--- config.mk ---
export PLATFORM = sky130hd
export DESIGN_NAME = line_follower_ctrl
export DESIGN_NICKNAME = d
export VERILOG_FILES = /design/src/rtl/line_follower_pkg.sv /design/src/rtl/ir_debounce.sv /design/src/rtl/line_follower_ctrl.sv
export SDC_FILE = /design/constraint.sdc
export NUM_CORES = 1
export LEC_CHECK = 0
export CAP_MARGIN = 30
export CORE_MARGIN = 2
export CORE_UTILIZATION = 40
export DETAILED_ROUTE_END_ITERATION = 7
export SETUP_SLACK_MARGIN = 0.3
export SKIP_LAST_GASP = 1
export SYNTH_ARGS = -nofsm -noshare
export SYNTH_HDL_FRONTEND = slang
export SYNTH_SLANG_ARGS = --single-unit
--- constraint.sdc ---
create_clock -name clk -period 2.7 [get_ports clk]
set_input_delay 0.405 -clock clk [delete_from_list [all_inputs] [get_ports clk]]
set_output_delay 0.405 -clock clk [all_outputs]
set_load 0.03 [all_outputs]
--- src/rtl/line_follower_pkg.sv ---
// Shared encodings and sensor classification for the line follower controller.
// The classifier is pure combinational logic with no state and no handshake.
package line_follower_pkg;

    typedef enum logic [2:0] {
        CMD_STOP       = 3'd0,
        CMD_FWD        = 3'd1,
        CMD_LEFT       = 3'd2,
        CMD_RIGHT      = 3'd3,
        CMD_HARD_LEFT  = 3'd4,
        CMD_HARD_RIGHT = 3'd5
    } cmd_e;

    typedef enum logic [2:0] {
        ST_IDLE   = 3'd0,
        ST_FOLLOW = 3'd1,
        ST_SEARCH = 3'd2,
        ST_LOST   = 3'd3,
        ST_DONE   = 3'd4
    } state_e;

    typedef enum logic [2:0] {
        CL_END,
        CL_NONE,
        CL_HARD_LEFT,
        CL_HARD_RIGHT,
        CL_HOLD,
        CL_FWD,
        CL_LEFT,
        CL_RIGHT
    } cls_e;

    typedef enum logic {
        DIR_LEFT  = 1'b0,
        DIR_RIGHT = 1'b1
    } dir_e;

    localparam logic [4:0] PAT_END  = 5'b11111;
    localparam logic [4:0] PAT_NONE = 5'b00000;

    // Bit order is {L, LC, C, RC, R}; the first matching rule wins.
    function automatic cls_e classify(input logic [4:0] f);
        logic l, lc, c, rc, r;
        cls_e res;
        {l, lc, c, rc, r} = f;
        res = CL_HOLD;
        if (f == PAT_END)            res = CL_END;
        else if (f == PAT_NONE)      res = CL_NONE;
        else if (l && !r)            res = CL_HARD_LEFT;
        else if (r && !l)            res = CL_HARD_RIGHT;
        else if (l && r)             res = CL_HOLD;
        else if (c && (lc == rc))    res = CL_FWD;
        else if (lc && !rc)          res = CL_LEFT;
        else if (rc && !lc)          res = CL_RIGHT;
        return res;
    endfunction

endpackage

--- src/rtl/ir_debounce.sv ---
// 2-flop synchroniser plus stable-count filter; raw-to-filt latency DEBOUNCE_CYCLES+2.
// No backpressure; upd pulses for one cycle alongside each new filtered value.
module ir_debounce #(
    parameter int unsigned DEBOUNCE_CYCLES = 1000
) (
    input  logic       clk,
    input  logic       rst_n,
    input  logic [4:0] raw,
    output logic [4:0] filt,
    output logic       upd
);
    localparam int unsigned   CW      = $clog2(DEBOUNCE_CYCLES + 1);
    localparam logic [CW-1:0] CNT_MAX = CW'(DEBOUNCE_CYCLES);
    localparam logic [CW-1:0] CNT_ONE = CW'(1);

    logic [4:0]    sync1, sync2, cand;
    logic [CW-1:0] cnt;

    // cnt holds how many consecutive samples have matched cand, including the one
    // that loaded it, and saturates once the candidate has been accepted.
    always_ff @(posedge clk or negedge rst_n) begin
        if (!rst_n) begin
            sync1 <= '0;
            sync2 <= '0;
            cand  <= '0;
            cnt   <= '0;
            filt  <= '0;
            upd   <= 1'b0;
        end else begin
            sync1 <= raw;
            sync2 <= sync1;
            upd   <= 1'b0;
            if (sync2 != cand) begin
                cand <= sync2;
                cnt  <= CNT_ONE;
                if (CNT_MAX == CNT_ONE && sync2 != filt) begin
                    filt <= sync2;
                    upd  <= 1'b1;
                end
            end else if (cnt != CNT_MAX) begin
                cnt <= cnt + CNT_ONE;
                if (cnt + CNT_ONE == CNT_MAX && cand != filt) begin
                    filt <= cand;
                    upd  <= 1'b1;
                end
            end
        end
    end

endmodule

--- src/rtl/line_follower_ctrl.sv ---
// Line follower: debounced IR vector -> registered motor command, one cycle after sensors_f changes.
// No backpressure; cmd_valid marks the first cycle of every new cmd value.
module line_follower_ctrl
    import line_follower_pkg::*;
#(
    parameter int unsigned DEBOUNCE_CYCLES = 1000,
    parameter int unsigned LOST_TIMEOUT    = 5000000
) (
    input  logic       clk,
    input  logic       rst_n,
    input  logic       en,
    input  logic       lost_clr,
    input  logic [4:0] sensors,
    output logic [4:0] sensors_f,
    output logic [2:0] cmd,
    output logic       cmd_valid,
    output logic [2:0] state,
    output logic       lost
);
    localparam int unsigned   TW       = $clog2(LOST_TIMEOUT + 1);
    localparam logic [TW-1:0] TMO_LAST = TW'(LOST_TIMEOUT - 1);
    localparam logic [TW-1:0] TMO_ONE  = TW'(1);

    logic          f_upd;
    logic          cmd_valid_q;
    state_e        state_q, state_d;
    cmd_e          cmd_q, cmd_d, search_cmd;
    dir_e          dir_q, dir_d;
    cls_e          cls;
    logic [TW-1:0] tmo_q, tmo_d;

    ir_debounce #(
        .DEBOUNCE_CYCLES(DEBOUNCE_CYCLES)
    ) u_debounce (
        .clk  (clk),
        .rst_n(rst_n),
        .raw  (sensors),
        .filt (sensors_f),
        .upd  (f_upd)
    );

    // Sensor patterns act as events: FOLLOW/SEARCH react only when a new filtered
    // vector arrives, so a stale vector never re-triggers a transition.
    always_comb begin
        cls        = classify(sensors_f);
        search_cmd = (dir_q == DIR_LEFT) ? CMD_HARD_LEFT : CMD_HARD_RIGHT;
        state_d    = state_q;
        cmd_d      = cmd_q;
        dir_d      = dir_q;
        tmo_d      = '0;
        if (!en) begin
            state_d = ST_IDLE;
            cmd_d   = CMD_STOP;
        end else begin
            case (state_q)
                ST_IDLE: begin
                    state_d = ST_FOLLOW;
                    cmd_d   = CMD_STOP;
                end
                ST_FOLLOW, ST_SEARCH: begin
                    if (f_upd && cls != CL_NONE) begin
                        state_d = ST_FOLLOW;
                        case (cls)
                            CL_END: begin
                                state_d = ST_DONE;
                                cmd_d   = CMD_STOP;
                            end
                            CL_HARD_LEFT: begin
                                cmd_d = CMD_HARD_LEFT;
                                dir_d = DIR_LEFT;
                            end
                            CL_HARD_RIGHT: begin
                                cmd_d = CMD_HARD_RIGHT;
                                dir_d = DIR_RIGHT;
                            end
                            CL_FWD:   cmd_d = CMD_FWD;
                            CL_LEFT: begin
                                cmd_d = CMD_LEFT;
                                dir_d = DIR_LEFT;
                            end
                            CL_RIGHT: begin
                                cmd_d = CMD_RIGHT;
                                dir_d = DIR_RIGHT;
                            end
                            default: cmd_d = cmd_q;
                        endcase
                    end else if (state_q == ST_FOLLOW) begin
                        if (f_upd) begin
                            state_d = ST_SEARCH;
                            cmd_d   = search_cmd;
                        end
                    end else if (tmo_q == TMO_LAST) begin
                        state_d = ST_LOST;
                        cmd_d   = CMD_STOP;
                    end else begin
                        tmo_d = tmo_q + TMO_ONE;
                    end
                end
                ST_LOST: begin
                    cmd_d = CMD_STOP;
                    if (lost_clr) state_d = ST_IDLE;
                end
                default: cmd_d = CMD_STOP;
            endcase
        end
    end

    always_ff @(posedge clk or negedge rst_n) begin
        if (!rst_n) begin
            state_q     <= ST_IDLE;
            cmd_q       <= CMD_STOP;
            dir_q       <= DIR_LEFT;
            tmo_q       <= '0;
            cmd_valid_q <= 1'b0;
        end else begin
            state_q     <= state_d;
            cmd_q       <= cmd_d;
            dir_q       <= dir_d;
            tmo_q       <= tmo_d;
            cmd_valid_q <= (cmd_d != cmd_q);
        end
    end

    assign cmd       = cmd_q;
    assign state     = state_q;
    assign lost      = (state_q == ST_LOST);
    assign cmd_valid = cmd_valid_q;

endmodule

## After elaboration in Yosys (flattened, before gate mapping)

Index checks and enable logic that the tools add are counted.

- Bits in registers: 62
- Output and inout bits: 13
- Word-level logic and storage cells: 93

- $add $sub $neg: 2
- Equality and inequality tests: 21
- Multiplexer cells: 35
- Bitwise logic cells: 1
- Reduce and logical (&&, ||, !) cells: 23

Operator list:

| operator | number |
|---|---|
| $mux 23 | 5 |
| $mux 3 | 17 |
| $add 23x1->23 const B | 1 |
| $eq 23x23->1 const B | 1 |
| $mux 10 | 2 |
| $pmux 3 s6 | 1 |
| $eq 3x2->1 const B | 4 |
| $add 10x1->10 const B | 1 |
| $eq 10x10->1 const B | 1 |
| $ne 10x10->1 const B | 1 |
| $ne 5x5->1 | 2 |
| $eq 3x3->1 const B | 3 |
| $pmux 3 s3 | 1 |
| $logic_and 1x1->1 | 8 |
| $mux 2 | 4 |
| $reduce_and 4->1 | 2 |
| $logic_not 3->1 | 2 |
| $reduce_or 2->1 | 3 |
| $eq 5x5->1 const B | 1 |
| $logic_not 5->1 | 1 |
| $ne 5x4->1 const B | 1 |
| $ne 5x5->1 const B | 1 |
| $logic_not 1->1 | 4 |
| $mux 1 | 4 |
| 10 further kinds | 11 |

## Logic depth before layout (Yosys ltp)

- Word-level depth: 16
- Gate-level depth with buffers: 10
- Mapped depth without buffers: 8

## Hierarchy

From an unflattened synthesis, not the netlist that was laid out.

- Cell total of the unflattened synthesis: 319
- Area total of the unflattened synthesis: 3233.1 um^2

Modules (own cells, without submodules):

| module | instances | cells each | area each (um^2) | sequential area each (um^2) |
|---|---|---|---|---|
| line_follower_ctrl | 1 | 206 | 1893.1 | 775.7 |
| ir_debounce | 1 | 113 | 1340.0 | 775.7 |

## Worst setup path before layout

OpenSTA, ideal clock, no wires.

- Path kind: reg2reg
- From: register u_debounce.filt[0]
- To: register state_q[0], in the netlist state[0]
- Arrival time: 2491 ps
- Required time: 2573 ps
- Slack: 81 ps
- Cell stages (with the launch flop): 11
- Path buffers: 2
- Period minus slack after synthesis: 2619 ps
- Cells stage by stage: dfrtp_1 buf_2 inv_1 ha_1 nor2_1 o2111a_1 o21ai_2 or3_1 buf_6 nand2_2 mux2_1

- Cells in the longest elaborated chain, start to end: 11

RTL lines:

| what | RTL line | RTL |
|---|---|---|
| from (decl) | ir_debounce.sv:9 | `output logic [4:0] filt,` |
| from (signal assigned) | ir_debounce.sv:37 | `filt <= sync2;` |
| from (signal assigned) | ir_debounce.sv:43 | `filt <= cand;` |
| $logic_and 1x1->1 | line_follower_pkg.sv:51 | `else if (l && r) res = CL_HOLD;` |
| $mux 2 | line_follower_pkg.sv:51 |  |
| $mux 3 | line_follower_pkg.sv:50 | `else if (r && !l) res = CL_HARD_RIGHT;` |
| $mux 3 | line_follower_pkg.sv:49 | `else if (l && !r) res = CL_HARD_LEFT;` |
| $mux 3 | line_follower_pkg.sv:48 | `else if (f == PAT_NONE) res = CL_NONE;` |
| $mux 3 * | line_follower_pkg.sv:47 | `if (f == PAT_END) res = CL_END;` |
| $logic_not 3->1 or $ne 3x1->1 (tied branches) | line_follower_ctrl.sv:63, line_follower_ctrl.sv:61 |  |
| $mux 3 or $logic_and 1x1->1 (tied branches) | line_follower_ctrl.sv:63, line_follower_ctrl.sv:61 |  |
| $mux 3 | line_follower_ctrl.sv:61 | `if (f_upd && cls != CL_NONE) begin` |
| $pmux 3 s3 | line_follower_ctrl.sv:55 | `case (state_q)` |
| $mux 3 | line_follower_ctrl.sv:51 | `if (!en) begin` |
| to (signal assigned) | line_follower_ctrl.sv:116 | `state_q <= state_d;` |
| to (decl) | line_follower_ctrl.sv:26 | `state_e state_q, state_d;` |

Mark *: on every way between the ends. The rest lies on a longest branch, timed or not.
A chain may end at the register's enable or synchronous reset.

## Worst setup path after layout

Same ends and word-level chain as after synthesis.

==> metrics.cfg <==
[global_route]
grt_max_degree=63
grt_pass1_wl_um=11300
grt_util_all_layers_pct=15.8
grt_overflow=0
antenna_found_initial=0
grt_pass1_vias=2376

[layout]
final_cell_count_no_fill=485
area_growth_pct=18.2
final_cell_mix=dfrtp_1 (56), nor2_1 (51), nand3_1 (20), xor2_1 (20), clkdlybuf4s50_1 (20)
post-route-util_pct=48.5
fin_nets=390
stdcell_area_sq_um=3970
antenna_cells=0
drive_above_1_share_pct=16.1
final_common_cell=dfrtp_1

[timing]
holdWs_ns=0.224
skew_ns=0.0147
fin_crit_ns=2.32
drv_slew=0
rsz0062_at_grt=true
fin_crit_sh_pct=86.0
final.setup.tns_ns=0
timing.final.ws_setup_ns=0.379
setup_viol=0
tightest_slew_ns=0.784
fmax_mhz=431
finalHoldViolCount=0
maxSlewHeadroom_pct=47.7

[routing]
drc_errors=0
num_vias=2551
routed_wl_um=6610
final_antenna_net_count=0
drt_first_pass_iters=4
via_per_inst=5.26
wl_per_cell_um=13.6
drt_iter0_markers=78

[worst_setup_path]
r2r_slack_ns=0.38
crit_required_ns=2.91
r2r-start=u_debounce.filt[0]
worst_ep_arrival_time_ns=2.54
endpoint_kind=flop
critical_path_class=reg2reg
startpoint_type=flop
crit_fanout=7
crit_start=u_debounce.filt[0]
r2r_cells=8
reg2reg_to=state[0]

[pwr]
ir_drop_uv=349
power_leakage_nw=1.60
p_per_area_nw_per_um2=531
power.total_mw=2.11

[floorplanning]
dieArea_sq_um=9140
core_area_sq_um=8180
start_util_pct=41.0
fp.dieH_um=95.6
die_w_um=95.6
ios=22
std_cell_rows=33

[clock_tree]
h-tree-depth=3
cts_tree=built
cts_hold_buf=0
cts_root_buffer=clkbuf_8
clockBufferDepth=2
cts.clk_slew.worst_paths_ns=0.08
clock_latency_ns=0.34
cts_made_buffers=9
clock-sinks=62

[synth]
syn_avg_cell_area_sq_um=9.78
ys_seq_area_share_pct=46.2
synthCells=343
ys.flop_type=dfrtp_1
syn_area_sq_um=3360
synth_cell_types=60
yosys_warnings=0
synth.area.top_cells=dfrtp_1 (46%), nor2_1 (5.7%), xor2_1 (5.2%)
synth_seq_cells=62
yosys.area.top_type_share_pct=46.2
yosysTopAreaCell=dfrtp_1
synthArstFlopShare_pct=100
synth_nets=358
synth_edf_count=0

[outcome]
outcome=complete, no violations

[placement]
place.gp.congestion=0.906
hpwl_um=4550
dp_slack_ns=0.168
portBuffers=21
placedCellCount=462
place_area_sq_um=3660

[min_path]
min_path_type=in2async

[job]
cap_violations=0

synth_stat cells, drive strengths merged (2+ instances only):
master,count
inv,13
nor3b,4
nand2b,3
nor2,51
mux2,7
nand2,19
o2111a,2
and2,7
ha,6
nand3,20
dfrtp,62
a31oi,2
nor4b,6
a21oi,7
and4,3
a31o,2
mux2i,2
and3,5
or2,3
nor2b,5
o21ai,10
o31ai,2
buf,6
or3,6
a21o,2
nor4bb,3
clkbuf,7
xor2,20
nor3,12
nor4,2
nand4,7
xnor2,18
area by class of cell:
cell class | instances | area (sq um)
fill | 785 | 4210
multi-input combinational | 255 | 1750
inverter | 13 | 48.8
clock inverter | 7 | 48.8
tap | 105 | 131
clock buffer | 9 | 124
sequential | 62 | 1560
timing repair buffer | 34 | 303
registers in the layout, summed over array words and instances (netlist names), 3 cells and up:
| signal | cells |
|---|---|
| u_debounce.cnt | 10 |
| u_debounce.filt | 5 |
| tmo_q | 23 |
| u_debounce.sync1 | 5 |
| u_debounce.sync2 | 5 |
| cmd | 3 |
| state | 3 |
| u_debounce.cand | 5 |
where the power goes:
part	internal (mW)	switching (mW)	total, mW
logic	0.160	0.236	0.396
clock network	0.333	0.373	0.707
registers	0.965	0.0403	1.00
kinds of logic after synthesis:
family	share of synthesized area (%)
AND/OR/NAND/NOR	25.9
buffers and inverters	3.77
adder cells (fa/ha/maj)	2.24
multiplexers	2.95
flip-flops	46.2
AO/OA/AOI/OAI	8.99
XOR/XNOR	9.92
timing repair:
action,CTS,global route
hold endpoints to repair,0,0
buffers inserted,0,7
endpoints found under the setup margin,1,31
resized for setup,4,14
pin swaps,0,3
worst max-delay path by stage:
stage	to	slack, ns	depth (start not counted)
floorplan	state[0]	0.30	10
global placement	cmd_valid	0.29	8
detailed placement	cmd_valid	0.17	8
CTS	state[0]	0.31	8
global route	state[0]	0.23	8
finish	state[0]	0.38	8
per-layer routing:
layer	global-route usage [%]	up-vias	share of wire, %
li1	-	1272	-
met1	20.6	1236	48
met2	24.7	39	47
met3	4.82	4	3.8
met4	6.19	0	0.71
met5	0	-	0
worst max-delay path, cell delays in order, from the launching register on:
cell      delay, ns
dfrtp_2        0.42
inv_1          0.09
ha_1           0.38
nor2_1         0.12
o2111a_2       0.29
o21ai_2        0.09
or3_1          0.42
nand2_2        0.07
mux2_1         0.31
Note: power is estimated with default switching activity, not from simulation.
